===== src/rtl/div_pkg.sv =====
// div_pkg: shared FSM states and sizing helper for the sequential divider
package div_pkg;
  typedef enum logic [1:0] {S_IDLE = 2'd0, S_RUN = 2'd1, S_DONE = 2'd2} state_t;
  function automatic int cnt_w(input int data_w);
    return $clog2(2 * data_w);
  endfunction
endpackage


===== src/rtl/seq_div_if.sv =====
// seq_div_if: pulse-valid request/result bundle for seq_div
interface seq_div_if #(parameter int DATA_W = 8);
  logic                  vld_in;
  logic [2*DATA_W-1:0]   N;
  logic [DATA_W-1:0]     D;
  logic                  busy;
  logic                  vld_out;
  logic [2*DATA_W-1:0]   quot_out;
  logic [DATA_W-1:0]     rem_out;
  logic                  div_zero;
  modport master(output vld_in, N, D, input busy, vld_out, quot_out, rem_out, div_zero);
  modport slave(input vld_in, N, D, output busy, vld_out, quot_out, rem_out, div_zero);
endinterface


===== src/rtl/div_step.sv =====
// div_step: one combinational restoring-division step
module div_step #(parameter int DATA_W = 8) (
  input  logic [DATA_W-1:0] i_rem,
  input  logic              i_bit,
  input  logic [DATA_W-1:0] i_div,
  output logic [DATA_W-1:0] o_rem,
  output logic              o_q
);
  logic [DATA_W:0] w_trial;
  assign w_trial = {i_rem, i_bit};
  assign o_q     = w_trial >= {1'b0, i_div};
  // the subtracted value always fits back into DATA_W bits when the trial succeeds
  assign o_rem   = o_q ? DATA_W'(w_trial - {1'b0, i_div}) : w_trial[DATA_W-1:0];
endmodule


===== src/rtl/seq_div.sv =====
// seq_div: multi-cycle restoring divider, 2*DATA_W-bit numerator by DATA_W-bit divisor
module seq_div import div_pkg::*; #(parameter int DATA_W = 8) (
  input logic       clk,
  input logic       rst_n,
  seq_div_if.slave  bus
);
  localparam int CW = cnt_w(DATA_W);
  state_t              r_state;
  logic [2*DATA_W-1:0] r_num, r_quot;
  logic [DATA_W-1:0]   r_div, r_rem, r_rem_out, w_rem;
  logic [CW-1:0]       r_cnt;
  logic                r_busy, r_vld, r_dz, w_q, w_dz, w_last;
  div_step #(.DATA_W(DATA_W)) u_step (
    .i_rem(r_rem), .i_bit(r_num[2*DATA_W-1]), .i_div(r_div), .o_rem(w_rem), .o_q(w_q)
  );
  assign w_dz   = r_div == '0;
  assign w_last = r_cnt == CW'(2*DATA_W-1);
  // numerator register doubles as the quotient shift register: MSB out, quotient bit in
  always_ff @(posedge clk or negedge rst_n) begin
    if (!rst_n) begin
      r_state   <= S_IDLE;
      r_num     <= '0;
      r_div     <= '0;
      r_rem     <= '0;
      r_cnt     <= '0;
      r_busy    <= 1'b0;
      r_vld     <= 1'b0;
      r_quot    <= '0;
      r_rem_out <= '0;
      r_dz      <= 1'b0;
    end else begin
      r_vld <= 1'b0;
      if (r_state == S_RUN) begin
        r_num <= {r_num[2*DATA_W-2:0], w_q};
        r_rem <= w_rem;
        r_cnt <= r_cnt + 1'b1;
        if (w_last) begin
          r_state   <= S_DONE;
          r_busy    <= 1'b0;
          r_vld     <= 1'b1;
          r_quot    <= w_dz ? '1 : {r_num[2*DATA_W-2:0], w_q};
          r_rem_out <= w_dz ? '0 : w_rem;
          r_dz      <= w_dz;
        end
      end else if (bus.vld_in) begin
        r_state <= S_RUN;
        r_num   <= bus.N;
        r_div   <= bus.D;
        r_rem   <= '0;
        r_cnt   <= '0;
        r_busy  <= 1'b1;
      end else begin
        r_state <= S_IDLE;
      end
    end
  end
  assign bus.busy     = r_busy;
  assign bus.vld_out  = r_vld;
  assign bus.quot_out = r_quot;
  assign bus.rem_out  = r_rem_out;
  assign bus.div_zero = r_dz;
endmodule


===== src/flat_wrapper.sv =====
// flat-port wrapper written by rule: the top's interface ports become plain ports
module seq_div_flat import div_pkg::*;
#(parameter int DATA_W = 8)
  (clk, rst_n, bus_vld_in, bus_N, bus_D, bus_busy, bus_vld_out, bus_quot_out, bus_rem_out, bus_div_zero);
  seq_div_if #(.DATA_W(DATA_W)) bus_i ();
  input logic clk;
  input logic rst_n;
  input wire logic [$bits(bus_i.vld_in)-1:0] bus_vld_in;
  input wire logic [$bits(bus_i.N)-1:0] bus_N;
  input wire logic [$bits(bus_i.D)-1:0] bus_D;
  output wire logic [$bits(bus_i.busy)-1:0] bus_busy;
  output wire logic [$bits(bus_i.vld_out)-1:0] bus_vld_out;
  output wire logic [$bits(bus_i.quot_out)-1:0] bus_quot_out;
  output wire logic [$bits(bus_i.rem_out)-1:0] bus_rem_out;
  output wire logic [$bits(bus_i.div_zero)-1:0] bus_div_zero;
  assign bus_i.vld_in = bus_vld_in;
  assign bus_i.N = bus_N;
  assign bus_i.D = bus_D;
  assign bus_busy = bus_i.busy;
  assign bus_vld_out = bus_i.vld_out;
  assign bus_quot_out = bus_i.quot_out;
  assign bus_rem_out = bus_i.rem_out;
  assign bus_div_zero = bus_i.div_zero;
  seq_div #(.DATA_W(DATA_W)) u_core (.clk(clk), .rst_n(rst_n), .bus(bus_i));
endmodule

===== config.mk =====
export PLATFORM = sky130hd
export DESIGN_NAME = seq_div_flat
export DESIGN_NICKNAME = d
export VERILOG_FILES = /design/src/rtl/div_pkg.sv /design/src/rtl/seq_div_if.sv /design/src/rtl/div_step.sv /design/src/rtl/seq_div.sv /design/src/flat_wrapper.sv
export SDC_FILE = /design/constraint.sdc
export NUM_CORES = 1
export LEC_CHECK = 0
export ABC_AREA = 0
export CORE_UTILIZATION = 54
export CTS_CLUSTER_SIZE = 30
export DETAILED_ROUTE_END_ITERATION = 16
export PLACE_DENSITY = 0.81
export SLEW_MARGIN = 20
export SYNTH_ARGS = -nofsm -noshare
export SYNTH_HDL_FRONTEND = slang
export SYNTH_HIERARCHICAL = 1
export SYNTH_SLANG_ARGS = --single-unit

===== constraint.sdc =====
create_clock -name clk -period 4.4 [get_ports clk]
set_input_delay 0.66 -clock clk [delete_from_list [all_inputs] [get_ports clk]]
set_output_delay 0.66 -clock clk [all_outputs]
set_load 0.1 [all_outputs]

==> metrics.txt <==
status=completed; global route total overflow=0; routed vias=2426; Worst Setup EP=bus_quot_out[15]; setup TNS=0 ns; RD Place Congestion=0.802; hold-fix buffers at CTS=0; reg2reg start=u_core/r_div[0]$_DFFE_PN0P_; largest family of logic cells by synthesized area=compound AO/OA/AOI/OAI gates; Vias/cell=5.85; DR DRC count=0; Starting Density=0.574; worst-margin pin slew=0.995 ns; post-synthesis sequential area ratio=0.503; area of the mapped netlist=3240 um^2; CTS tree=yes; fin nets=375; Period minus WS final=2.53 ns; WP depth=1; clk sinks=65; final setup skew=0.00669 ns; Critical R2R Capture=u_core/bus.rem_out[6]$_DFFE_PN0P_; xor/xnor cell area share of the yosys netlist=0.0108; Critical path buffers and inverters=1; CTS max path bufs=2; I/O pin cnt=54; critical path peak fanout=2; Slew Limit Fails=0; post-CTS sizing=0; relative slew slack=0.334; core area=5640 um^2; first-pass GRT wire length=11700 um; asr flop ratio synth=1.00; Slowest-stage cell, CP=clkdlybuf4s50_1; Ys Warns=6; Hold Path Class=in -> async; compound-gate portion of the synthesized area=0.196; layout cells sized above 1=0.143; Critical Path Start=u_core/bus.quot_out[15]$_DFFE_PN0P_; multiplexer share of the synthesized area=0.114; port bufs=53; max incr delay on CP=1.14 ns; Gate Count Post-Synth=285; H-tree Lvls=3; clock slew at reported path FFs=0.07 ns; RSZ-0062 raised after global routing=no; Worst Path Arrival=1.87 ns; ys flop type=dfrtp_1; final wirelength=7010 um; Die Wd=79.4 um; gr usage total=0.249; HPWL Detailed=4860 um; largest net degree at the start of global routing=47; FF-to-FF path depth=8; die area=6310 um^2; antenna violations before repair=0; row count=27; setup violators final=0; EDFF count, synth=0; WP data required=3.74 ns; Hold Fails Final Rpt=0; Max Freq=0.395 GHz; Setup Buffers After CTS=0; Post-Synth Simple-Gate Area=0.0905; Avg Inst Size Synth=11.4 um^2; final period utilization=0.575; vias in the first global route=2421; post-synth net total=322; Die Y=79.4 um; Final ANT Viol Nets=0; P&R area growth vs syn=23.3%; Pre-antenna DRT Iters=4; critical-path cell list=clkdlybuf4s50_1; CP Class=reg -> out; startpoint types=flip-flop; Layout fillers=429; routed len/inst=16.9 um; crit-path leading delay family=buffers and inverters; Worst setup EP type=output port; Max Cap Viol=0; clk_lat worst skew=0.34 ns; CTS Buf Count=9; Root Driver=clkbuf_8; Yosys reg bits=65; Yosys cell types=48; setup slack, reg-to-reg=1.93 ns; Adder-Cell Fraction of Synth Area=0.0410; Diodes inserted=0; 1st-iter DRT viols=132
==> cell type report <==
| class | instances | area, um^2 | area share |
|---|---|---|---|
| clock buffers | 11 | 141 | 0.0354 |
| clock inverters | 5 | 55.1 | 0.0138 |
| inverters | 15 | 56.3 | 0.0141 |
| multi-input cells | 190 | 1470 | 0.367 |
| flip-flops and latches | 65 | 1630 | 0.408 |
| well taps | 72 | 90.1 | 0.0226 |
| repair buffers | 57 | 556 | 0.139 |
==> layer usage <==
metal / track usage / up-vias / wire [um]
met5: 0 / - / 0
met4: 0.109 / 0 / 136
met3: 0.0640 / 12 / 312
met2: 0.386 / 74 / 3440
met1: 0.328 / 1203 / 3120
li1: - / 1137 / -
==> synthesized netlist by cell type (all sizes together), types with 2 or more instances <==
| library cell | n | area (um^2) |
|---|---|---|
| nor2 | 23 | 86.3 |
| nand3b | 3 | 22.5 |
| nand3 | 4 | 20.0 |
| mux2 | 16 | 180 |
| o22a | 7 | 61.3 |
| nor4 | 3 | 48.8 |
| dfrtp | 65 | 1630 |
| or4 | 2 | 22.5 |
| a32o | 7 | 70.1 |
| a21oi | 47 | 254 |
| inv | 15 | 56.3 |
| buf | 14 | 86.3 |
| xnor2 | 2 | 17.5 |
| xor2 | 2 | 17.5 |
| a21o | 3 | 22.5 |
| nand2 | 9 | 41.3 |
| ha | 9 | 113 |
| mux2i | 19 | 190 |
| a22o | 7 | 61.3 |
| o21ai | 7 | 38.8 |
| nor2b | 2 | 12.5 |
==> cell usage in the layout, fill, tap and decap left out, types with 2 or more instances in the layout <==
cell / count
a21o_1: 3
clkbuf_8: 10
nand2_1: 8
xor2_1: 2
mux2i_1: 19
clkinvlp_4: 2
a22o_1: 7
or4_4: 2
o22a_1: 7
xnor2_1: 2
clkinv_2: 2
ha_1: 9
o21ai_0: 6
a32o_1: 7
a21oi_2: 2
dfrtp_1: 65
nor2_1: 23
nor4_4: 2
a21oi_1: 44
clkdlybuf4s50_1: 52
mux2_2: 16
buf_4: 4
nand3b_1: 3
inv_1: 15
nand3_1: 4
==> state kept, by name (all words and copies together), names as in the netlist <==
signal and cells:
u_core/r_cnt 4, u_core/bus.quot_out 16, u_core/r_rem 8, u_core/r_div 8, u_core/bus.rem_out 8, u_core/bus.busy 1
u_core/bus.div_zero 1, u_core/r_state 2, u_core/bus.vld_out 1, u_core/r_num 16
==> per-stage QoR <==
step / instances / instance area, um^2 / worst slack, ns / hold WS, ns / utilization
2_1_floorplan: 285 / 3240 / 2.16 / 0.364 / -
3_3_place_gp: 399 / 3790 / 2.03 / 0.477 / 0.673
3_5_place_dp: 399 / 3790 / 1.95 / 0.481 / 0.673
4_1_cts: 415 / 3990 / 1.86 / 0.256 / 0.707
5_1_grt: 415 / 3990 / 1.83 / 0.276 / 0.707
6_report: 415 / 3990 / 1.87 / 0.257 / 0.707
==> worst min-delay path by stage <==
| stage | cells past startpoint | to | from | slack (ns) |
|---|---|---|---|---|
| finish | 1 | u_core/bus.quot_out[11]$_DFFE_PN0P_ | rst_n | 0.26 |
| global route | 1 | u_core/bus.busy$_DFFE_PN0P_ | rst_n | 0.28 |
| CTS | 1 | u_core/bus.quot_out[11]$_DFFE_PN0P_ | rst_n | 0.26 |
| detailed placement | 1 | u_core/bus.rem_out[6]$_DFFE_PN0P_ | u_core/bus.rem_out[6]$_DFFE_PN0P_ | 0.48 |
| global placement | 1 | u_core/bus.rem_out[6]$_DFFE_PN0P_ | u_core/bus.rem_out[6]$_DFFE_PN0P_ | 0.48 |
| floorplan | 0 | u_core/bus.busy$_DFFE_PN0P_ | rst_n | 0.36 |
==> kinds of logic after synthesis <==
logic type	after synthesis
compound gates	89
flops	65
simple gates	52
mux	35
buf+inv	30
fa+ha+maj	10
xor+xnor	4
Power is left out: the tool's default activity adds up to more than one toggle a clock period on the data nets, which glitch-free logic cannot reach.
